## src/rtl/ff_bank_pkg.sv

```systemverilog
// Shared mode encoding for the ff_bank flip-flop bank.
package ff_bank_pkg;

    typedef logic [1:0] mode_t;

    localparam mode_t MODE_SR = 2'd0;
    localparam mode_t MODE_JK = 2'd1;
    localparam mode_t MODE_D  = 2'd2;
    localparam mode_t MODE_T  = 2'd3;

endpackage

```

## src/rtl/ff_bank_if.sv

```systemverilog
// Control/data bundle between a driver (master) and the ff_bank (slave).
interface ff_bank_if
    import ff_bank_pkg::*;
#(
    parameter int unsigned WIDTH = 4,
    parameter int unsigned CNT_W = 4
) ();

    logic             ce;
    logic             mode_wr;
    mode_t            mode_in;
    logic [WIDTH-1:0] s;
    logic [WIDTH-1:0] r;
    logic             err_clr;
    logic [WIDTH-1:0] q;
    logic [WIDTH-1:0] nq;
    mode_t            mode_q;
    logic [WIDTH-1:0] err;
    logic [CNT_W-1:0] err_cnt;

    modport master (
        output ce, mode_wr, mode_in, s, r, err_clr,
        input  q, nq, mode_q, err, err_cnt
    );

    modport slave (
        input  ce, mode_wr, mode_in, s, r, err_clr,
        output q, nq, mode_q, err, err_cnt
    );

endinterface

```

## src/rtl/ff_cell.sv

```systemverilog
// One flip-flop channel with run-time SR/JK/D/T behaviour.
// FF_BANK_SET_DOMINANT_EN: SR with s=r=1 sets q instead of holding it.
module ff_cell
    import ff_bank_pkg::*;
(
    input  logic  i_clk,
    input  logic  i_rst,
    input  logic  i_ce,
    input  mode_t i_mode,
    input  logic  i_s,
    input  logic  i_r,
    output logic  o_q,
    output logic  o_nq,
    output logic  o_illegal
);

    logic r_q;
    logic r_nq;
    logic w_q_next;

    always_comb begin
        w_q_next = r_q;
        case (i_mode)
            MODE_SR: begin
                unique case ({i_s, i_r})
                    2'b01:   w_q_next = 1'b0;
                    2'b10:   w_q_next = 1'b1;
`ifdef FF_BANK_SET_DOMINANT_EN
                    2'b11:   w_q_next = 1'b1;
`else
                    2'b11:   w_q_next = r_q;
`endif
                    default: w_q_next = r_q;
                endcase
            end
            MODE_JK: begin
                unique case ({i_s, i_r})
                    2'b01:   w_q_next = 1'b0;
                    2'b10:   w_q_next = 1'b1;
                    2'b11:   w_q_next = ~r_q;
                    default: w_q_next = r_q;
                endcase
            end
            MODE_D:  w_q_next = i_s;
            MODE_T:  w_q_next = r_q ^ i_s;
            default: w_q_next = r_q;
        endcase
    end

    // nq is its own register so both outputs come straight from flops.
    always_ff @(posedge i_clk) begin
        if (i_rst) begin
            r_q  <= 1'b0;
            r_nq <= 1'b1;
        end else if (i_ce) begin
            r_q  <= w_q_next;
            r_nq <= ~w_q_next;
        end
    end

    assign o_q       = r_q;
    assign o_nq      = r_nq;
    assign o_illegal = i_ce & (i_mode == MODE_SR) & i_s & i_r;

endmodule

```

## src/rtl/ff_bank.sv

```systemverilog
// WIDTH-channel flip-flop bank with shared mode, sticky illegal flags and saturating counter.
// FF_BANK_SET_DOMINANT_EN selects set-dominant SR behaviour in every ff_cell.
module ff_bank
    import ff_bank_pkg::*;
#(
    parameter int unsigned WIDTH = 4,
    parameter int unsigned CNT_W = 4
) (
    input logic       i_clk,
    input logic       i_rst,
    ff_bank_if.slave  bus
);

    localparam int unsigned PopW = $clog2(WIDTH + 1);
    localparam int unsigned SumW = ((CNT_W > PopW) ? CNT_W : PopW) + 1;
    localparam logic [CNT_W-1:0] CntMax = '1;

    mode_t            r_mode;
    logic [WIDTH-1:0] r_err;
    logic [CNT_W-1:0] r_err_cnt;

    logic [WIDTH-1:0] w_q;
    logic [WIDTH-1:0] w_nq;
    logic [WIDTH-1:0] w_ill;
    logic [PopW-1:0]  w_pop;
    logic [WIDTH-1:0] w_err_base;
    logic [CNT_W-1:0] w_cnt_base;
    logic [SumW-1:0]  w_sum;
    logic [CNT_W-1:0] w_cnt_next;

    for (genvar i = 0; i < WIDTH; i++) begin : g_cell
        ff_cell u_cell (
            .i_clk     (i_clk),
            .i_rst     (i_rst),
            .i_ce      (bus.ce),
            .i_mode    (r_mode),
            .i_s       (bus.s[i]),
            .i_r       (bus.r[i]),
            .o_q       (w_q[i]),
            .o_nq      (w_nq[i]),
            .o_illegal (w_ill[i])
        );
    end

    always_comb begin
        w_pop = '0;
        for (int i = 0; i < WIDTH; i++) begin
            if (w_ill[i]) w_pop = w_pop + PopW'(1);
        end
    end

    // Clear applies before this cycle's illegal events are added.
    always_comb begin
        w_err_base = bus.err_clr ? '0 : r_err;
        w_cnt_base = bus.err_clr ? '0 : r_err_cnt;
        w_sum      = SumW'(w_cnt_base) + SumW'(w_pop);
        w_cnt_next = (w_sum > SumW'(CntMax)) ? CntMax : w_sum[CNT_W-1:0];
    end

    always_ff @(posedge i_clk) begin
        if (i_rst) begin
            r_mode    <= MODE_SR;
            r_err     <= '0;
            r_err_cnt <= '0;
        end else begin
            if (bus.mode_wr) r_mode <= bus.mode_in;
            r_err     <= w_err_base | w_ill;
            r_err_cnt <= w_cnt_next;
        end
    end

    assign bus.q       = w_q;
    assign bus.nq      = w_nq;
    assign bus.mode_q  = r_mode;
    assign bus.err     = r_err;
    assign bus.err_cnt = r_err_cnt;

endmodule

```

## src/flat_wrapper.sv

```systemverilog
// flat-port wrapper written by rule: the top's interface ports become plain ports
module ff_bank_flat import ff_bank_pkg::*;
#(
    parameter int unsigned WIDTH = 4,
    parameter int unsigned CNT_W = 4
)
  (i_clk, i_rst, bus_ce, bus_mode_wr, bus_mode_in, bus_s, bus_r, bus_err_clr, bus_q, bus_nq, bus_mode_q, bus_err, bus_err_cnt);
  ff_bank_if #(.WIDTH(WIDTH), .CNT_W(CNT_W)) bus_i ();
  input logic i_clk;
  input logic i_rst;
  input wire logic [$bits(bus_i.ce)-1:0] bus_ce;
  input wire logic [$bits(bus_i.mode_wr)-1:0] bus_mode_wr;
  input wire logic [$bits(bus_i.mode_in)-1:0] bus_mode_in;
  input wire logic [$bits(bus_i.s)-1:0] bus_s;
  input wire logic [$bits(bus_i.r)-1:0] bus_r;
  input wire logic [$bits(bus_i.err_clr)-1:0] bus_err_clr;
  output wire logic [$bits(bus_i.q)-1:0] bus_q;
  output wire logic [$bits(bus_i.nq)-1:0] bus_nq;
  output wire logic [$bits(bus_i.mode_q)-1:0] bus_mode_q;
  output wire logic [$bits(bus_i.err)-1:0] bus_err;
  output wire logic [$bits(bus_i.err_cnt)-1:0] bus_err_cnt;
  assign bus_i.ce = bus_ce;
  assign bus_i.mode_wr = bus_mode_wr;
  assign bus_i.mode_in = bus_mode_in;
  assign bus_i.s = bus_s;
  assign bus_i.r = bus_r;
  assign bus_i.err_clr = bus_err_clr;
  assign bus_q = bus_i.q;
  assign bus_nq = bus_i.nq;
  assign bus_mode_q = bus_i.mode_q;
  assign bus_err = bus_i.err;
  assign bus_err_cnt = bus_i.err_cnt;
  ff_bank #(.WIDTH(WIDTH), .CNT_W(CNT_W)) u_core (.i_clk(i_clk), .i_rst(i_rst), .bus(bus_i));
endmodule
```

## config.mk

```make
export PLATFORM = sky130hd
export DESIGN_NAME = ff_bank_flat
export DESIGN_NICKNAME = d
export VERILOG_FILES = /design/src/rtl/ff_bank_pkg.sv /design/src/rtl/ff_bank_if.sv /design/src/rtl/ff_cell.sv /design/src/rtl/ff_bank.sv /design/src/flat_wrapper.sv
export SDC_FILE = /design/constraint.sdc
export NUM_CORES = 1
export LEC_CHECK = 0
export ABC_AREA = 1
export ABC_CLOCK_PERIOD_IN_PS = 3970
export CAP_MARGIN = 20
export CORE_ASPECT_RATIO = 1.1
export CORE_MARGIN = 5
export CORE_UTILIZATION = 48
export DETAILED_ROUTE_END_ITERATION = 16
export PLACE_DENSITY = 0.79
export SLEW_MARGIN = 20
export SYNTH_ARGS = -nofsm -noshare
export SYNTH_HDL_FRONTEND = slang
export SYNTH_HIERARCHICAL = 1
export SYNTH_SLANG_ARGS = --single-unit
```

## constraint.sdc

```tcl
create_clock -name i_clk -period 3.97 [get_ports i_clk]
set_input_delay 1.191 -clock i_clk [delete_from_list [all_inputs] [get_ports i_clk]]
set_output_delay 1.191 -clock i_clk [all_outputs]
set_load 0.01 [all_outputs]
```

==> results.json <==
{
  "crit_required_ps": 4140,
  "portBuffers": 32,
  "p_leak_nw": 0.8145,
  "path_cells": "clkdlybuf4s50_1 -> nand3_1 -> nor2_1 -> inv_1 -> ha_1 -> xnor2_1 -> inv_1 -> ha_1 -> nand2_1 -> nand2_1 -> fa_1 -> nand2_2 -> nand2_1 -> nand2_2 -> a21oi_1",
  "cts_max_level": 1,
  "hold_path_class": "reg -> reg",
  "post_cts_resized": 0,
  "tritoncts": "built",
  "finalHoldViolCount": 0,
  "arrival_ps": 3790,
  "criticalPathCategory": "in -> reg",
  "routabilityCongestion": 0.7951,
  "postRouteAntennaNets": 0,
  "antenna_found_initial": 0,
  "netSwitchingPower_w": 0.0001270,
  "clk_pin_slew_worst_paths_ps": 110,
  "die_h_um": 63.15,
  "p_int_w": 0.0003060,
  "cpMaxStageDelayCell": "clkdlybuf4s50_1",
  "syn2layout_area_growth_pct": 35.94,
  "drive_above_1_share_pct": 8.511,
  "grt_use_total_pct": 15.45,
  "cpLargestDelayFamily": "adder cells",
  "avgSynthCellArea_um2": 6.386,
  "syn-num-nets": 220,
  "start_util_pct": 49.85,
  "critPathLaunchType": "primary input",
  "synth_common_cells": "nand2_1, nor2_1, inv_1, a21oi_1, dfxtp_1",
  "via_per_inst": 4.778,
  "layout.nets": 263,
  "synth_cell_types": 17,
  "post_cts_buffers": 0,
  "outcome": "completed",
  "pwr-share-clk_pct": 26.4,
  "worst_pin_slew_ps": 489.6,
  "p_total_w": 0.0004330,
  "netSwitchingFraction_pct": 29.33,
  "syn-cell-area_mm2": 0.001232,
  "max_freq_mhz": 276.7,
  "grt_pass1_wl_mm": 4.588,
  "seq_power_share_pct": 46.9,
  "cts_made_buffers": 3,
  "die_area_mm2": 0.003682,
  "yosysWarningCount": 6,
  "seq_area_frac_synth_pct": 29.24,
  "ir_drop_mv": 0.2575,
  "setup_tns_ps": 0,
  "power.share.combinational_pct": 26.7,
  "die_w_um": 58.32,
  "cts.sinks": 18,
  "worst-path-buf-inv": 3,
  "worstSetupEndpointType": "register",
  "gr-total-overflow": 0,
  "wire_per_inst_um": 10.20,
  "setup_viol_count_final": 0,
  "cts_root_buf": "clkbuf_4",
  "cap_viol_max_count": 0,
  "grt_max_degree": 15,
  "cpMostUsedCell": "nand2_1",
  "crit_path_max_fanout": 3,
  "rows": 19,
  "core_mm2": 0.002472,
  "synth_top_area_share_pct": 29.24,
  "num_vias": 1271,
  "drt_wl_total_mm": 2.712,
  "hpwl_mm": 2.129,
  "ctsHoldBuffers": 0,
  "yosys_most_used_dff": "dfxtp_1",
  "maxSlewViolCount": 0,
  "ys_ff_latch": 18,
  "drt_iter0_drc": 30,
  "drt-pass1-iter-count": 4,
  "max_slew_margin_pct": 67.25,
  "io_pins": 33,
  "final.fill_count": 237,
  "clockBufferDepth": 2,
  "yosysMostFrequentCell": "nand2_1",
  "period_needed_ps": 3614,
  "utilization_pct": 67.76,
  "synth_top_area_cell": "dfxtp_1",
  "powerDensity_mw_per_mm2": 258.4,
  "first_global_vias": 1142,
  "synthTopCellsByArea": "dfxtp_1, nand2_1, ha_1",
  "syn_inst": 193,
  "fin_crit_sh_pct": 91.03,
  "cp_slowest_stage_delay_ps": 490,
  "finalClockSkew_ps": 8.799,
  "async_reset_ff_share_pct": 0,
  "rsz0062_at_grt": "no",
  "diodes": 0,
  "clk_latency_ps": 300,
  "synth_edf_count": 0,
  "drc": 0
}
## metrics by stage
stage	cells	setup WS, ps	hold WS, ps	area, um2
4_1_cts	266	355.8	470.8	1675
5_1_grt	266	169.0	500.4	1675
3_5_place_dp	262	26.80	456.6	1639
2_1_floorplan	193	614.8	483.4	1232
6_report	266	355.9	467.6	1675
3_3_place_gp	262	100.2	449.7	1639
## worst paths after layout
kind | start | cells past startpoint | slack [ps] | to
setup / recovery | bus_ce | 15 | 360 | u_core/bus.err_cnt[0]
setup reg to reg | u_core/bus.mode_q[1] | 16 | 990 | u_core/bus.err_cnt[0]
hold reg to reg | u_core/bus.err[2] | 2 | 470 | u_core/bus.err[2]
hold / removal | u_core/bus.err[2] | 2 | 470 | u_core/bus.err[2]
## cells in the final DEF, fill, tap and decap left out
cell type | netlist | layout
a21oi_1 | 19 | 19
a21oi_2 | 1 | 1
buf_4 | 0 | 7
clkbuf_4 | 0 | 3
clkbuf_8 | 0 | 1
clkdlybuf4s50_1 | 0 | 32
dfxtp_1 | 18 | 18
fa_1 | 1 | 1
ha_1 | 11 | 11
inv_1 | 31 | 31
inv_2 | 1 | 1
nand2_1 | 50 | 50
nand2_2 | 2 | 2
nand3_1 | 8 | 8
nand3_2 | 4 | 4
nor2_1 | 35 | 35
o21ai_0 | 6 | 6
o21ai_2 | 1 | 1
xnor2_1 | 2 | 2
xor2_1 | 2 | 2
## power groups by stage
stage | logic, W | registers, W | clock network [W]
2_1_floorplan | 0.0000533 | 0.000211 | 0
3_3_place_gp | 0.000114 | 0.000207 | 0
3_5_place_dp | 0.000115 | 0.000207 | 0
4_1_cts | 0.000116 | 0.000203 | 0.000118
5_1_grt | 0.000129 | 0.000206 | 0.000129
6_report | 0.000116 | 0.000203 | 0.000114
## state kept, by name, summed over array words and instances (netlist names)
register and count:
u_core/bus.err 4, u_core/g_cell.u_cell/o_nq 4, u_core/bus.err_cnt 4, u_core/bus.mode_q 2
u_core/g_cell.u_cell/o_q 4
## worst min-delay path: stages, from the launching register on
cell and delay [ps]:
dfxtp_1 320, nand2_1 60, a21oi_1 50
## routing by layer
layer	routed length (um)	track usage (%)	vias to the layer above
met4	38	5.217	0
met1	1207	19.11	549
li1	-	-	684
met5	0	0	-
met2	1321	26.26	34
met3	144	2.857	4
## cells by family after synthesis
group | Yosys count | share of synthesized area (%)
xor+xnor | 4 | 2.843
buf+inv | 33 | 10.15
compound gates | 27 | 11.57
flops | 18 | 29.24
simple gates | 99 | 33.40
fa+ha+maj | 12 | 12.79
## layout make-up
cell class	count	area [um2]	area share, %
clock buffers	4	36.28	2.166
repair buffers	39	372.9	22.26
inverters	32	120.1	7.170
flip-flops and latches	18	360.3	21.51
well taps	31	38.79	2.315
multi-input cells	142	747.0	44.59
(Power assumes the default switching activity.)
